## config.mk

```make
export PLATFORM = sky130hd
export DESIGN_NAME = anc_sample_sequencer
export DESIGN_NICKNAME = d
export VERILOG_FILES = /design/src/rtl/anc_pkg.sv /design/src/rtl/anc_rate_divider.sv /design/src/rtl/anc_sample_sequencer.sv
export SDC_FILE = /design/constraint.sdc
export NUM_CORES = 1
export LEC_CHECK = 0
export CORE_ASPECT_RATIO = 0.75
export CORE_MARGIN = 10
export CORE_UTILIZATION = 56
export DETAILED_ROUTE_END_ITERATION = 8
export DONT_BUFFER_PORTS = 1
export GPL_TIMING_DRIVEN = 0
export PLACE_DENSITY = 0.72
export SYNTH_ARGS = -nofsm -noshare
export SYNTH_HDL_FRONTEND = slang
export SYNTH_SLANG_ARGS = --single-unit
```

## constraint.sdc

```tcl
create_clock -name Clk_100M -period 1.9 [get_ports Clk_100M]
set_clock_uncertainty 0.15 [all_clocks]
set_input_delay 0.095 -clock Clk_100M [delete_from_list [all_inputs] [get_ports Clk_100M]]
set_output_delay 0.095 -clock Clk_100M [all_outputs]
set_load 0.1 [all_outputs]
```

## src/rtl/anc_pkg.sv

```systemverilog
// Shared state encoding and default sample width for the ANC frame sequencer.
package anc_pkg;

  localparam int ANC_DATA_W = 11;

  typedef logic [2:0] anc_state_t;

  localparam anc_state_t ST_IDLE      = 3'd0;
  localparam anc_state_t ST_WAIT_TICK = 3'd1;
  localparam anc_state_t ST_ADC       = 3'd2;
  localparam anc_state_t ST_FILT      = 3'd3;
  localparam anc_state_t ST_SAT       = 3'd4;
  localparam anc_state_t ST_DAC       = 3'd5;

  // True while a frame is in flight; a sample tick seen here is a missed tick.
  function automatic logic frame_active(input anc_state_t s);
    return (s != ST_IDLE) && (s != ST_WAIT_TICK);
  endfunction

endpackage

```

## src/rtl/anc_rate_divider.sv

```systemverilog
// Sample-rate divider: registered Tick every CLK_DIV enabled cycles, one cycle after count CLK_DIV-1.
// No backpressure; count and Tick clear whenever Enable is low.
module anc_rate_divider #(
  parameter int CLK_DIV = 2268
) (
  input  logic Clk_100M,
  input  logic Rst_n,
  input  logic Enable,
  output logic Tick
);

  localparam int CW = $clog2(CLK_DIV);

  logic [CW-1:0] cnt_q, cnt_d;
  logic          tick_q, tick_d;
  logic          wrap;

  assign wrap = (cnt_q == CW'(CLK_DIV - 1));

  always_comb begin
    cnt_d  = '0;
    tick_d = 1'b0;
    if (Enable) begin
      tick_d = wrap;
      cnt_d  = wrap ? '0 : cnt_q + CW'(1);
    end
  end

  always_ff @(posedge Clk_100M) begin
    if (!Rst_n) begin
      cnt_q  <= '0;
      tick_q <= 1'b0;
    end else begin
      cnt_q  <= cnt_d;
      tick_q <= tick_d;
    end
  end

  assign Tick = tick_q;

endmodule

```

## src/rtl/anc_sample_sequencer.sv

```systemverilog
// Per-sample frame controller: ADC capture, filter run, saturation latch, DAC load; all outputs registered.
// Each strobe is issued one cycle after the transition that requests it; no backpressure, timeouts abort the frame.
module anc_sample_sequencer
  import anc_pkg::*;
#(
  parameter int DATA_W       = ANC_DATA_W,
  parameter int CLK_DIV      = 2268,
  parameter int STEP_TIMEOUT = 2000,
  parameter int CNT_W        = 16
) (
  input  logic              Clk_100M,
  input  logic              Rst_n,
  input  logic              Enable,
  output logic              AdcStart,
  input  logic              AdcDone,
  input  logic [DATA_W-1:0] AdcData,
  output logic [DATA_W-1:0] MicIn,
  output logic              FiltStart,
  input  logic              FiltComplete,
  output logic              SatLatch,
  output logic              DacLoad,
  input  logic              OverrunClr,
  output logic              Overrun,
  output logic [CNT_W-1:0]  FrameCount,
  output logic [2:0]        State
);

  localparam int SW = $clog2(STEP_TIMEOUT + 1);

  anc_state_t        state_q, state_d;
  logic [SW-1:0]     step_q, step_d;
  logic              fc_prev_q;
  logic [DATA_W-1:0] mic_q, mic_d;
  logic [CNT_W-1:0]  frame_q, frame_d;
  logic              ovr_q, ovr_d;
  logic              adc_start_q, adc_start_d;
  logic              filt_start_q, filt_start_d;
  logic              sat_latch_q, sat_latch_d;
  logic              dac_load_q, dac_load_d;

  logic tick;
  logic fc_rise;
  logic step_abort;
  logic ovr_set;

  anc_rate_divider #(
    .CLK_DIV (CLK_DIV)
  ) u_divider (
    .Clk_100M (Clk_100M),
    .Rst_n    (Rst_n),
    .Enable   (Enable),
    .Tick     (tick)
  );

  // A level already high when the filter starts leaves fc_prev_q high, so only a fresh rise counts.
  assign fc_rise = FiltComplete & ~fc_prev_q;

  // Completion in the last allowed cycle wins over the abort.
  assign step_abort = (step_q == SW'(STEP_TIMEOUT - 1)) &&
                      (((state_q == ST_ADC)  && !AdcDone) ||
                       ((state_q == ST_FILT) && !fc_rise));

  always_ff @(posedge Clk_100M) begin
    if (!Rst_n) begin
      state_q      <= ST_IDLE;
      step_q       <= '0;
      fc_prev_q    <= 1'b0;
      mic_q        <= '0;
      frame_q      <= '0;
      ovr_q        <= 1'b0;
      adc_start_q  <= 1'b0;
      filt_start_q <= 1'b0;
      sat_latch_q  <= 1'b0;
      dac_load_q   <= 1'b0;
    end else begin
      state_q      <= state_d;
      step_q       <= step_d;
      fc_prev_q    <= FiltComplete;
      mic_q        <= mic_d;
      frame_q      <= frame_d;
      ovr_q        <= ovr_d;
      adc_start_q  <= adc_start_d;
      filt_start_q <= filt_start_d;
      sat_latch_q  <= sat_latch_d;
      dac_load_q   <= dac_load_d;
    end
  end

  always_comb begin
    state_d = state_q;
    if (!Enable) begin
      state_d = ST_IDLE;
    end else begin
      case (state_q)
        ST_IDLE:      state_d = ST_WAIT_TICK;
        ST_WAIT_TICK: if (tick) state_d = ST_ADC;
        ST_ADC: begin
          if (AdcDone)         state_d = ST_FILT;
          else if (step_abort) state_d = ST_WAIT_TICK;
        end
        ST_FILT: begin
          if (fc_rise)         state_d = ST_SAT;
          else if (step_abort) state_d = ST_WAIT_TICK;
        end
        ST_SAT:       state_d = ST_DAC;
        ST_DAC:       state_d = ST_WAIT_TICK;
        default:      state_d = ST_IDLE;
      endcase
    end
  end

  always_comb begin
    adc_start_d  = (state_d == ST_ADC)  && (state_q != ST_ADC);
    filt_start_d = (state_d == ST_FILT) && (state_q != ST_FILT);
    sat_latch_d  = (state_d == ST_SAT)  && (state_q != ST_SAT);
    dac_load_d   = (state_d == ST_DAC)  && (state_q != ST_DAC);

    step_d = '0;
    if ((state_d == state_q) && ((state_q == ST_ADC) || (state_q == ST_FILT)))
      step_d = step_q + SW'(1);

    mic_d = mic_q;
    if ((state_q == ST_ADC) && (state_d == ST_FILT))
      mic_d = AdcData;

    frame_d = frame_q;
    if ((state_q == ST_DAC) && (state_d == ST_WAIT_TICK))
      frame_d = frame_q + CNT_W'(1);

    ovr_set = Enable && (step_abort || (tick && frame_active(state_q)));
    ovr_d   = ovr_q;
    if (ovr_set)
      ovr_d = 1'b1;
    else if (OverrunClr)
      ovr_d = 1'b0;
  end

  assign AdcStart   = adc_start_q;
  assign FiltStart  = filt_start_q;
  assign SatLatch   = sat_latch_q;
  assign DacLoad    = dac_load_q;
  assign MicIn      = mic_q;
  assign Overrun    = ovr_q;
  assign FrameCount = frame_q;
  assign State      = state_q;

endmodule

```

==> summary.md <==
| Metric | Value |
|---|---|
| First-pass DRT Iterations | 4 |
| Syn_area_per_cell | 8.72 um2 |
| Total CTS buffers | 9 |
| Tot Pwr | 2.40 mW |
| Startpoint Class | flip-flop |
| Vias | 2286 |
| Hold_sp | Rst_n |
| Cell variety after synth | 43 |
| Area grow syn2layout | 32.0% |
| Worst Hold Path Cells | 3 |
| PnR worst setup slack | -0.0922 ns |
| Synth top area cells | dfxtp_1 (46%), nand2_1 (5.5%), xor2_1 (4.7%), xnor2_1 (4.4%), a21oi_1 (4.2%) |
| CTS max path bufs | 2 |
| RD Place Congestion | 0.757 |
| Primary FF master, synth | dfxtp_1 |
| RSZ-0062 raised after global routing | true |
| N_diodes | 0 |
| Worst r2r path cells | 5 |
| Initial antenna violation count | 0 |
| Max rail drop VDD | 0.651 mV |
| Die W | 98.8 um |
| Vias per inst | 5.67 |
| Max-cap violation count | 0 |
| Kind of critical path | flip-flop to flip-flop |
| Core area | 4470 um2 |
| Cell count after synthesis | 299 |
| Final hold violation count | 0 |
| Fin crit share | 105% |
| Synth cell count leaders | dfxtp_1 (60), nand2_1 (38), nor2_1 (27) |
| Min Clock Period, post-route | 1.99 ns |
| Total GRT Usage | 15.7% |
| Crit path max fanout | 4 |
| # DRC | 0 |
| Post-synthesis net count | 319 |
| Yosys warning count | 0 |
| Worst skew pair latency | 0.33 ns |
| PD cells | 696 nW/um2 |
| Post-Route WL | 6650 um |
| Total grt overflow | 0 |
| Post-synth EDFFs | 0 |
| Final HPWL DP | 4060 um |
| DIE HEIGHT | 79.1 um |
| Clk sinks | 60 |
| Vias in the first global route | 2125 |
| Max Clk Rate | 0.502 GHz |
| Worst R2R End | FrameCount[12] |
| Setup slack, reg-to-reg | -0.09 ns |
| Worst setup EP type | flip-flop |
| Sequential share of the synthesized area | 46.1% |
| CTS clk-pin slew, worst paths | 0.06 ns |
| Initial DRC count | 263 |
| FFs w/ async S/R, synth | 0% |
| Post-layout util | 77.0% |
| Fin. max-slew vios | 0 |
| Worst Setup SP | State[0] |
| CTS root buf | clkbuf_8 |
| First-pass GRT wire length | 10300 um |
| Starting Density | 58.3% |
| Max-slew headroom | 32.7% |
| Mapped cell area | 2610 um2 |
| Fin nets | 361 |
| Clock H-tree levels | 3 |
| Violated checks | negative setup slack |
| Most frequent cell after synthesis | dfxtp_1 |
| WHS Endpoint | FrameCount[2] |
| I/O Buffers | 0 |
| Fin cells | 403 |
| Detail Route Antenna Nets | 0 |
| IO Pins | 52 |
| Yosys top cell by area | dfxtp_1 |
| Die ar. | 7810 um2 |
| Top cell type's share of synthesized area | 46.1% |
| Worst slew pin tran | 1.01 ns |
| Yosys reg bits | 60 |
| Pin count of the biggest net entering global routing | 12 |
| Pleak | 1.17 nW |
| Rows | 21 |
| Status | finished, violations left |
| Routed len/inst | 16.5 um |
| CTS tree | yes |
| Placed cells | 356 |
| Total negative slack | -0.637 ns |
| Share of layout cells above drive strength 1 | 30.1% |
| Min-delay worst type | input port to flip-flop |
| Worst endpoint required time | 2.01 ns |
| Worst R2R Start | State[0] |
| Final Setup Violations | 17 |
| Worst path arrival time | 2.10 ns |
registers in the layout, summed over array words and instances, names as in the netlist:
name	cells
State	3
u_divider.cnt_q	12
u_divider.Tick	1
Overrun	1
FrameCount	16
MicIn	11
SatLatch	1
step_q	11
AdcStart	1
fc_prev_q	1
DacLoad	1
FiltStart	1
layout by cell type (no fill, tap or decap), types with 4 or more instances in the layout:
cell type and instances:
dfxtp_1 42, nand2_1 35, nor2_1 27, dlygate4sd3_1 17, a21oi_1 15, xor2_1 14
xnor2_1 13, clkbuf_8 13, dfxtp_4 12, nand4_1 12, buf_4 12, buf_6 10
nand3_1 10, nor3_2 8, a21oi_2 7, dfxtp_2 6, inv_1 6, clkbuf_1 6
nor3_1 6, and3_1 4, o21ai_0 4, nor2b_1 4
stage by stage:
| stage | setup WS (ns) | hold WS (ns) | cell area (um2) |
|---|---|---|---|
| after floorplan | 0.00807 | 0.0667 | 2660 |
| after global placement | -0.100 | 0.0691 | 2730 |
| final | -0.0922 | 0.0412 | 3440 |
| after CTS | -0.0616 | 0.00515 | 3190 |
| after global routing | -0.178 | 0.0740 | 3440 |
| after detailed placement | -0.125 | 0.0727 | 2730 |
how the worst max path moves through the flow:
| stage | end |
|---|---|
| final | FrameCount[12] |
| after global placement | FrameCount[11] |
| after global routing | FiltStart |
| after CTS | FrameCount[12] |
| after floorplan | FrameCount[15] |
| after detailed placement | FrameCount[11] |
power by group:
| group | leakage, nW | switching (mW) | internal (mW) |
|---|---|---|---|
| registers | 0.496 | 0.0116 | 1.25 |
| clock network | 0.0937 | 0.457 | 0.580 |
| logic | 0.577 | 0.0519 | 0.0487 |
layout make-up:
class | instances | area [um2]
Buffer | 13 | 110
Clock buffer | 15 | 176
Clock inverter | 1 | 5.00
Fill cell | 299 | 1030
Inverter | 6 | 22.5
Multi-Input combinational cell | 218 | 1500
Sequential cell | 60 | 1250
Tap cell | 57 | 71.3
Timing Repair Buffer | 33 | 303
layer usage:
| metal | vias up | wire length (um) | global-route usage [%] |
|---|---|---|---|
| met5 | - | 0 | 0 |
| met4 | 0 | 110 | 5.86 |
| met3 | 16 | 593 | 7.87 |
| met2 | 79 | 3110 | 24.3 |
| met1 | 1063 | 2840 | 18.4 |
| li1 | 1128 | - | - |
logic make-up (layout without fill, tap and decap cells):
logic type	after synthesis	count (layout)	share of synthesized area [%]
buffers and inverters	21	68	4.03
AND/OR/NAND/NOR	146	146	29.5
multiplexers	1	1	0.384
XOR/XNOR	27	27	9.07
AO/OA/AOI/OAI	41	41	9.51
adder cells (fa/ha/maj)	3	3	1.44
flip-flops	60	60	46.1
timing repair:
item | CTS | global route
pin swaps | 8 | 16
buffers inserted | 8 | 7
endpoints found under the setup margin | 37 | 49
gates cloned | 0 | 1
hold buffers | 17 | 0
gates resized for setup | 17 | 51
hold endpoints to repair | 44 | 0
critical path: stages, from the launching register on:
cell and delay [ns]:
dfxtp_4 0.55, buf_6 0.16, and4b_2 0.27, nand2_1 0.10
or4_4 0.53, a21oi_2 0.14
Power figures use the tool's default switching activity.
